**config.mk**
```make
export PLATFORM = sky130hd
export DESIGN_NAME = rf_wb_arbiter
export DESIGN_NICKNAME = d
export VERILOG_FILES = /design/src/rtl/rf_pkg.sv /design/src/rtl/rf_scoreboard.sv /design/src/rtl/rf_wb_arbiter.sv
export SDC_FILE = /design/constraint.sdc
export NUM_CORES = 1
export LEC_CHECK = 0
export CAP_MARGIN = 20
export CORE_UTILIZATION = 51
export CTS_CLUSTER_SIZE = 16
export DETAILED_ROUTE_END_ITERATION = 7
export PLACE_DENSITY = 0.95
export SKIP_CTS_REPAIR_TIMING = 1
export SYNTH_ARGS = -nofsm -noshare
export SYNTH_HDL_FRONTEND = slang
export SYNTH_SLANG_ARGS = --single-unit
```
**constraint.sdc**
```tcl
create_clock -name clk -period 4.5 [get_ports clk]
set_clock_uncertainty 0.05 [all_clocks]
set_input_delay 0.45 -clock clk [delete_from_list [all_inputs] [get_ports clk]]
set_output_delay 0.45 -clock clk [all_outputs]
set_load 0.05 [all_outputs]
```
**src/rtl/rf_pkg.sv**
```systemverilog
// Shared constants and types for the register-file writeback arbiter.
// Widths, requester identity and round-robin reset value.
package rf_pkg;

  localparam int ADDR_W = 5;
  localparam int DATA_W = 32;
  localparam int NREG   = 1 << ADDR_W;

  typedef enum logic {
    REQ_A = 1'b0,
    REQ_M = 1'b1
  } req_e;

  // M as last winner lets the ALU take the first tie.
  localparam req_e RR_RST = REQ_M;

endpackage

```
**src/rtl/rf_scoreboard.sv**
```systemverilog
// Pending-write scoreboard: busy bit per register, set at issue,
// cleared at write; query muxes and sticky protocol error.
module rf_scoreboard #(
  parameter int ADDR_W = rf_pkg::ADDR_W,
  parameter int NREG   = rf_pkg::NREG
) (
  input  logic              clk,
  input  logic              reset,
  input  logic              set_en,
  input  logic [ADDR_W-1:0] set_rd,
  input  logic              clr_en,
  input  logic [ADDR_W-1:0] clr_rd,
  input  logic              chk_en,
  input  logic [ADDR_W-1:0] chk_rd,
  input  logic [ADDR_W-1:0] qa,
  input  logic [ADDR_W-1:0] qb,
  output logic              busy_a,
  output logic              busy_b,
  output logic              err
);
  import rf_pkg::*;

  logic [NREG-1:0] busy;
  logic [NREG-1:0] busy_nxt;
  logic            set_ok;
  logic            waw;
  logic            orphan;

  assign set_ok = set_en && (set_rd != '0);

  // Clear first, then set: a newer issue beats the retiring write.
  always_comb begin
    busy_nxt = busy;
    if (clr_en)
      busy_nxt[clr_rd] = 1'b0;
    if (set_ok)
      busy_nxt[set_rd] = 1'b1;
    busy_nxt[0] = 1'b0;
  end

  assign waw = set_ok && busy[set_rd]
            && !(clr_en && (clr_rd == set_rd));

  assign orphan = chk_en && (chk_rd != '0)
               && !busy[chk_rd];

  always_ff @(posedge clk or negedge reset) begin
    if (!reset) begin
      busy <= '0;
      err  <= 1'b0;
    end else begin
      busy <= busy_nxt;
      err  <= err | waw | orphan;
    end
  end

  assign busy_a = busy[qa];
  assign busy_b = busy[qb];

endmodule

```
**src/rtl/rf_wb_arbiter.sv**
```systemverilog
// Round-robin arbiter between ALU and LSU writeback onto the single
// register-file write port, with a registered write stage.
module rf_wb_arbiter #(
  parameter int DATA_W = rf_pkg::DATA_W,
  parameter int ADDR_W = rf_pkg::ADDR_W,
  parameter int NREG   = rf_pkg::NREG
) (
  input  logic              clk,
  input  logic              reset,
  input  logic              a_valid,
  output logic              a_ready,
  input  logic [ADDR_W-1:0] a_rd,
  input  logic [DATA_W-1:0] a_data,
  input  logic              m_valid,
  output logic              m_ready,
  input  logic [ADDR_W-1:0] m_rd,
  input  logic [DATA_W-1:0] m_data,
  input  logic              iss_valid,
  input  logic [ADDR_W-1:0] iss_rd,
  input  logic [ADDR_W-1:0] qa,
  input  logic [ADDR_W-1:0] qb,
  output logic              busy_a,
  output logic              busy_b,
  output logic              rf_we,
  output logic [ADDR_W-1:0] rf_rw,
  output logic [DATA_W-1:0] rf_din,
  output logic              err
);
  import rf_pkg::*;

  req_e              rr_last;
  logic              grant;
  logic              g_live;
  logic [ADDR_W-1:0] g_rd;
  logic [DATA_W-1:0] g_data;

  always_comb begin
    a_ready = 1'b0;
    m_ready = 1'b0;
    if (reset) begin
      unique case (1'b1)
        (a_valid && m_valid): begin
          a_ready = (rr_last == REQ_M);
          m_ready = (rr_last == REQ_A);
        end
        (a_valid && !m_valid): a_ready = 1'b1;
        (!a_valid && m_valid): m_ready = 1'b1;
        default: ;
      endcase
    end
  end

  assign grant  = a_ready | m_ready;
  assign g_rd   = m_ready ? m_rd : a_rd;
  assign g_data = m_ready ? m_data : a_data;
  // x0 writes are accepted but never reach the file.
  assign g_live = grant && (g_rd != '0);

  always_ff @(posedge clk or negedge reset) begin
    if (!reset) begin
      rr_last <= RR_RST;
      rf_we   <= 1'b0;
      rf_rw   <= '0;
      rf_din  <= '0;
    end else begin
      rf_we <= g_live;
      if (g_live) begin
        rf_rw  <= g_rd;
        rf_din <= g_data;
      end
      if (grant)
        rr_last <= m_ready ? REQ_M : REQ_A;
    end
  end

  rf_scoreboard #(
    .ADDR_W (ADDR_W),
    .NREG   (NREG)
  ) u_sb (
    .clk    (clk),
    .reset  (reset),
    .set_en (iss_valid),
    .set_rd (iss_rd),
    .clr_en (rf_we),
    .clr_rd (rf_rw),
    .chk_en (grant),
    .chk_rd (g_rd),
    .qa     (qa),
    .qb     (qb),
    .busy_a (busy_a),
    .busy_b (busy_b),
    .err    (err)
  );

endmodule

```
### Yosys cells after proc, flatten, opt, wreduce, memory -nomap -nowiden

Cells that the tools add are included.

* input bits: 94
* logic and storage cells: 59
* output and inout bits: 43
* bits in registers: 71

* magnitude comparators: 7
* equal/unequal tests: 1
* reduce and logical (&&, ||, !) cells: 17
* bitwise gates (word level): 7
* mux-type cells: 21

Operators with widths (number)
* $mux 32: 3
* $and 32x32->32: 1
* $not 32->32: 1
* $or 32x32->32: 1
* $lt 5x6->1 const B: 5
* $bmux 1 s5: 4
* $logic_and 1x1->1: 11
* $demux 1 s5: 2
* $ge 5x1->1 const B: 2
* $reduce_bool 5->1: 2
* $mux 1: 9
* $eq 5x5->1: 1
* $mux 5: 1
* $logic_not 1->1: 4
* $pmux 1 s2: 2
* $or 1x1->1: 3
* $not 1->1: 1

### Longest topological paths before layout

* word-level depth: 10
* gate-level depth with buffers: 9
* depth with buffers taken out: 9

### Hierarchy

A second synthesis with hierarchy kept.

* cells, all modules: 384
* area total of the unflattened synthesis: 4611.9 µm²

Modules (own cells, without submodules)
* rf_scoreboard: sequential area each 800.8 µm², times used 1, area an instance 2496.1 µm², cells each 245
* rf_wb_arbiter: sequential area each 977.2 µm², times used 1, area an instance 2115.8 µm², cells each 139

### Worst setup path after synthesis

OpenSTA, ideal clock, no wires.

* kind: input to output
* start point: input qa[0]
* end point: output busy_a
* data required time: 4.000 ns
* setup slack: 1.772 ns
* arrival: 2.228 ns
* stages: 4
* buffers on the path: 1
* path through: clkbuf_1 -> mux4_2 -> mux4_2 -> mux2_2

* longest elaborated chain between the ends: 2

RTL lines
* from (decl): RTL line rf_wb_arbiter.sv:20 `input logic [ADDR_W-1:0] qa,`
* $bmux 1 s5: RTL line rf_scoreboard.sv:57 `assign busy_a = busy[qa];`
* $mux 1 (implied by the code): RTL line rf_scoreboard.sv:57
* to (decl): RTL line rf_wb_arbiter.sv:22 `output logic busy_a,`

Every way passes these cells. The select of a mux whose other input is x is not followed.

### Final worst setup path

* start point: input qb[0]
* end point: output busy_b

* longest elaborated chain between the ends: 2

RTL lines
* from (decl): RTL line rf_wb_arbiter.sv:21 `input logic [ADDR_W-1:0] qb,`
* $bmux 1 s5: RTL line rf_scoreboard.sv:58 `assign busy_b = busy[qb];`
* $mux 1 (implied by the code): RTL line rf_scoreboard.sv:58
* to (decl): RTL line rf_wb_arbiter.sv:23 `output logic busy_b,`

Every way passes these cells. The select of a mux whose other input is x is not followed.

==> flow_summary.yaml <==
grt:
  globalRouteMet2Util: 0.533
  grt_pass1_wl_mm: 20.8
  grt_pass1_vias: 4247
  grtUsageMet1: 0.364
  grt_use_met3: 0.105
  antenna_found_initial: 0
  groute.usage.overall: 0.314
  grt_max_degree: 54
  grt.overflow.total: 0
  busiest_layer: "met2"
layout:
  area_growth_pct: 38.2
  nFillCells: 585
  utilization: 0.731
  nets: 641
  diodes: 0
  drive_gt1_frac: 0.130
route:
  wl_per_cell_um: 20.6
  antenna_left: 0
  dr.pass1.iters: 7
  drc_errors: 0
  vias_per_cell: 6.37
  routed_wl_mm: 13.5
  drtIter0Drc: 492
  vias: 4182
yosys:
  synth_fa_ha_area_frac: 0
  synth_flop_cell: "dfrtp_1"
  ys.warnings.count: 0
  yosysSeqAreaShare: 0.407
  yosysMostFrequentCell: "o21ai_0"
  synth_edf_count: 0
  netlist_top_cells_area: "dfrtp_1 (40%), mux4_2 (14%), mux2i_1 (10%), o21ai_0 (8.4%), nand2_1 (4.3%)"
  syn_area_per_cell_um2: 10.4
  ys_ff_latch: 71
  synth_async_sr_flop_share: 1.00
  synth-compound-area-share: 0.161
  synthTopCellsByCount: "o21ai_0 (73), dfrtp_1 (70), nand2_1 (50), mux2i_1 (45), o21ai_1 (36)"
  syn_inst: 421
  synth_top_area_frac: 0.401
  ys_types: 49
  synthSimpleGateAreaFrac: 0.114
  synthXorXnorAreaFrac: 0.0100
  syn_area_um2: 4370
  synthMuxAreaShare: 0.271
  syn_nets: 515
  synth_top_family_by_area: "multiplexers"
  synth_area_leader_cell: "dfrtp_1"
setup_path:
  worst-endpoint-required_ns: 4.00
  path_max_fanout: 9
  rr_worst_depth: 9
  crit_type: "in -> out"
  r2r_slack_ns: 1.42
  startpoint_type: "input port"
  max_stage_delay_ns: 0.78
  cp_cell_sequence: "clkdlybuf4s50_1 > mux4_2 > mux4_2 > mux2_2 > clkdlybuf4s50_1"
  cpMaxStageDelayCell: "clkdlybuf4s50_1"
  cp.arrival_ns: 3.24
  endpoint_kind: "output pin"
die:
  std_cell_rows: 33
  coreArea_um2: 8260
  die-height_um: 94.6
  io_pins: 137
  die_area_um2: 8940
  die_w_um: 94.6
  initial_core_util: 0.529
pwr:
  power_density_nw_per_um2: 463
  power.switching_mw: 1.06
  switching_share: 0.379
  intPower_mw: 1.74
  peakVddDrop_v: 0.000232
  pwr-share-comb: 0.376
  power_leakage_nw: 2.49
  seq_power_share: 0.389
  clkPwrFrac: 0.236
placement:
  gp_congestion: 1.03
  port_buffers: 136
  dpl.hpwl_mm: 9.96
sta:
  fin_crit_ns: 3.74
  tightest_slew_ns: 0.784
  hold_violations: 0
  setup_violations: 0
  slew_headroom: 0.463
  max_freq_mhz: 267
  maxSlewViolCount: 0
  period_share: 0.831
  finalSetupTns_ns: 0
  rsz0062_at_grt: "no"
clock_tree:
  cts_buffer_depth: 2
  tritoncts: "done"
  numCtsBuffers: 9
  clkSinkCount: 71
  htreeDepth: 3
  clkLatencyLatePin_ns: 0.34
  cts.clk_slew.worst_paths_ns: 0.08
  cts-root-buf: "clkbuf_8"
run_status:
  outcome: "complete, no violations"
run:
  maxCapViolCount: 0
hold_path:
  hold_class: "in -> async"
[layout make-up]
| type | count | area, um2 | share of cell area |
|---|---|---|---|
| sequential | 71 | 1780 | 0.294 |
| inverter | 11 | 41.3 | 0.00684 |
| timing repair buffer | 141 | 1390 | 0.231 |
| clock inverter | 6 | 133 | 0.0220 |
| clock buffer | 10 | 128 | 0.0211 |
| tap | 105 | 131 | 0.0218 |
| multi-input combinational | 313 | 2430 | 0.403 |
[registers in the layout (all words and copies together), names as in the netlist]
name	count
u_sb.err	1
rf_rw	5
rf_din	32
rf_we	1
rr_last	1
u_sb.busy	31
[power by group through the flow]
| stage | clock, mW | sequential (mW) | combinational (mW) |
|---|---|---|---|
| final | 0.658 | 1.09 | 1.05 |
| after detailed placement | 0 | 1.07 | 1.03 |
| after global placement | 0 | 1.06 | 1.00 |
| after floorplan | 0 | 1.12 | 0.552 |
| after global routing | 0.692 | 1.09 | 1.12 |
| after CTS | 0.668 | 1.06 | 1.05 |
[per-stage QoR]
step	hold slack, ns	power (mW)	setup slack (ns)	cells	cell area (um2)
2_1_floorplan	0.104	1.67	1.77	421	4370
3_3_place_gp	0.417	2.06	0.801	641	5780
3_5_place_dp	0.429	2.11	0.743	641	5780
4_1_cts	0.126	2.77	0.737	657	6040
5_1_grt	0.131	2.90	0.658	657	6040
6_report	0.125	2.80	0.759	657	6040
[layer usage]
metal	up-vias	share of wire
li1	1826	-
met1	2016	0.36
met2	280	0.49
met3	60	0.11
met4	0	0.035
met5	-	0
[kinds of logic after synthesis]
family                 count (synthesis)
AO/OA/AOI/OAI                        129
buffers and inverters                 37
flip-flops                            71
AND/OR/NAND/NOR                       96
XOR/XNOR                               5
multiplexers                          83
[cells in the final DEF (no fill, tap or decap), drive strengths merged, types with 4 or more instances in the layout]
cell / netlist / routed
and2: 4 / 4
buf: 13 / 6
bufinv: 0 / 4
clkbuf: 13 / 10
clkdlybuf4s50: 0 / 135
dfrtp: 70 / 70
inv: 10 / 10
mux2: 10 / 10
mux2i: 46 / 46
mux4: 27 / 27
nand2: 51 / 51
nand3: 10 / 10
nand3b: 11 / 11
nor2: 6 / 6
o21ai: 110 / 110
o22ai: 4 / 4
or3b: 4 / 4
xor2: 4 / 4
[final timing paths]
path                             from       endpoint
min reg2reg                rf_din[25]     rf_din[25]
max                             qb[0]         busy_b
max reg2reg                   rr_last      rf_din[9]
min in group clk           rf_din[25]     rf_din[25]
max in group asynchronous       reset  u_sb.busy[26]
min                             reset  u_sb.busy[14]
[worst max-delay path, delay by kind of cell]
family                 cells  cell delay [ns]
multiplexers               3             1.31
buffers and inverters      2             1.48
Note: power is estimated with default switching activity, not from simulation.
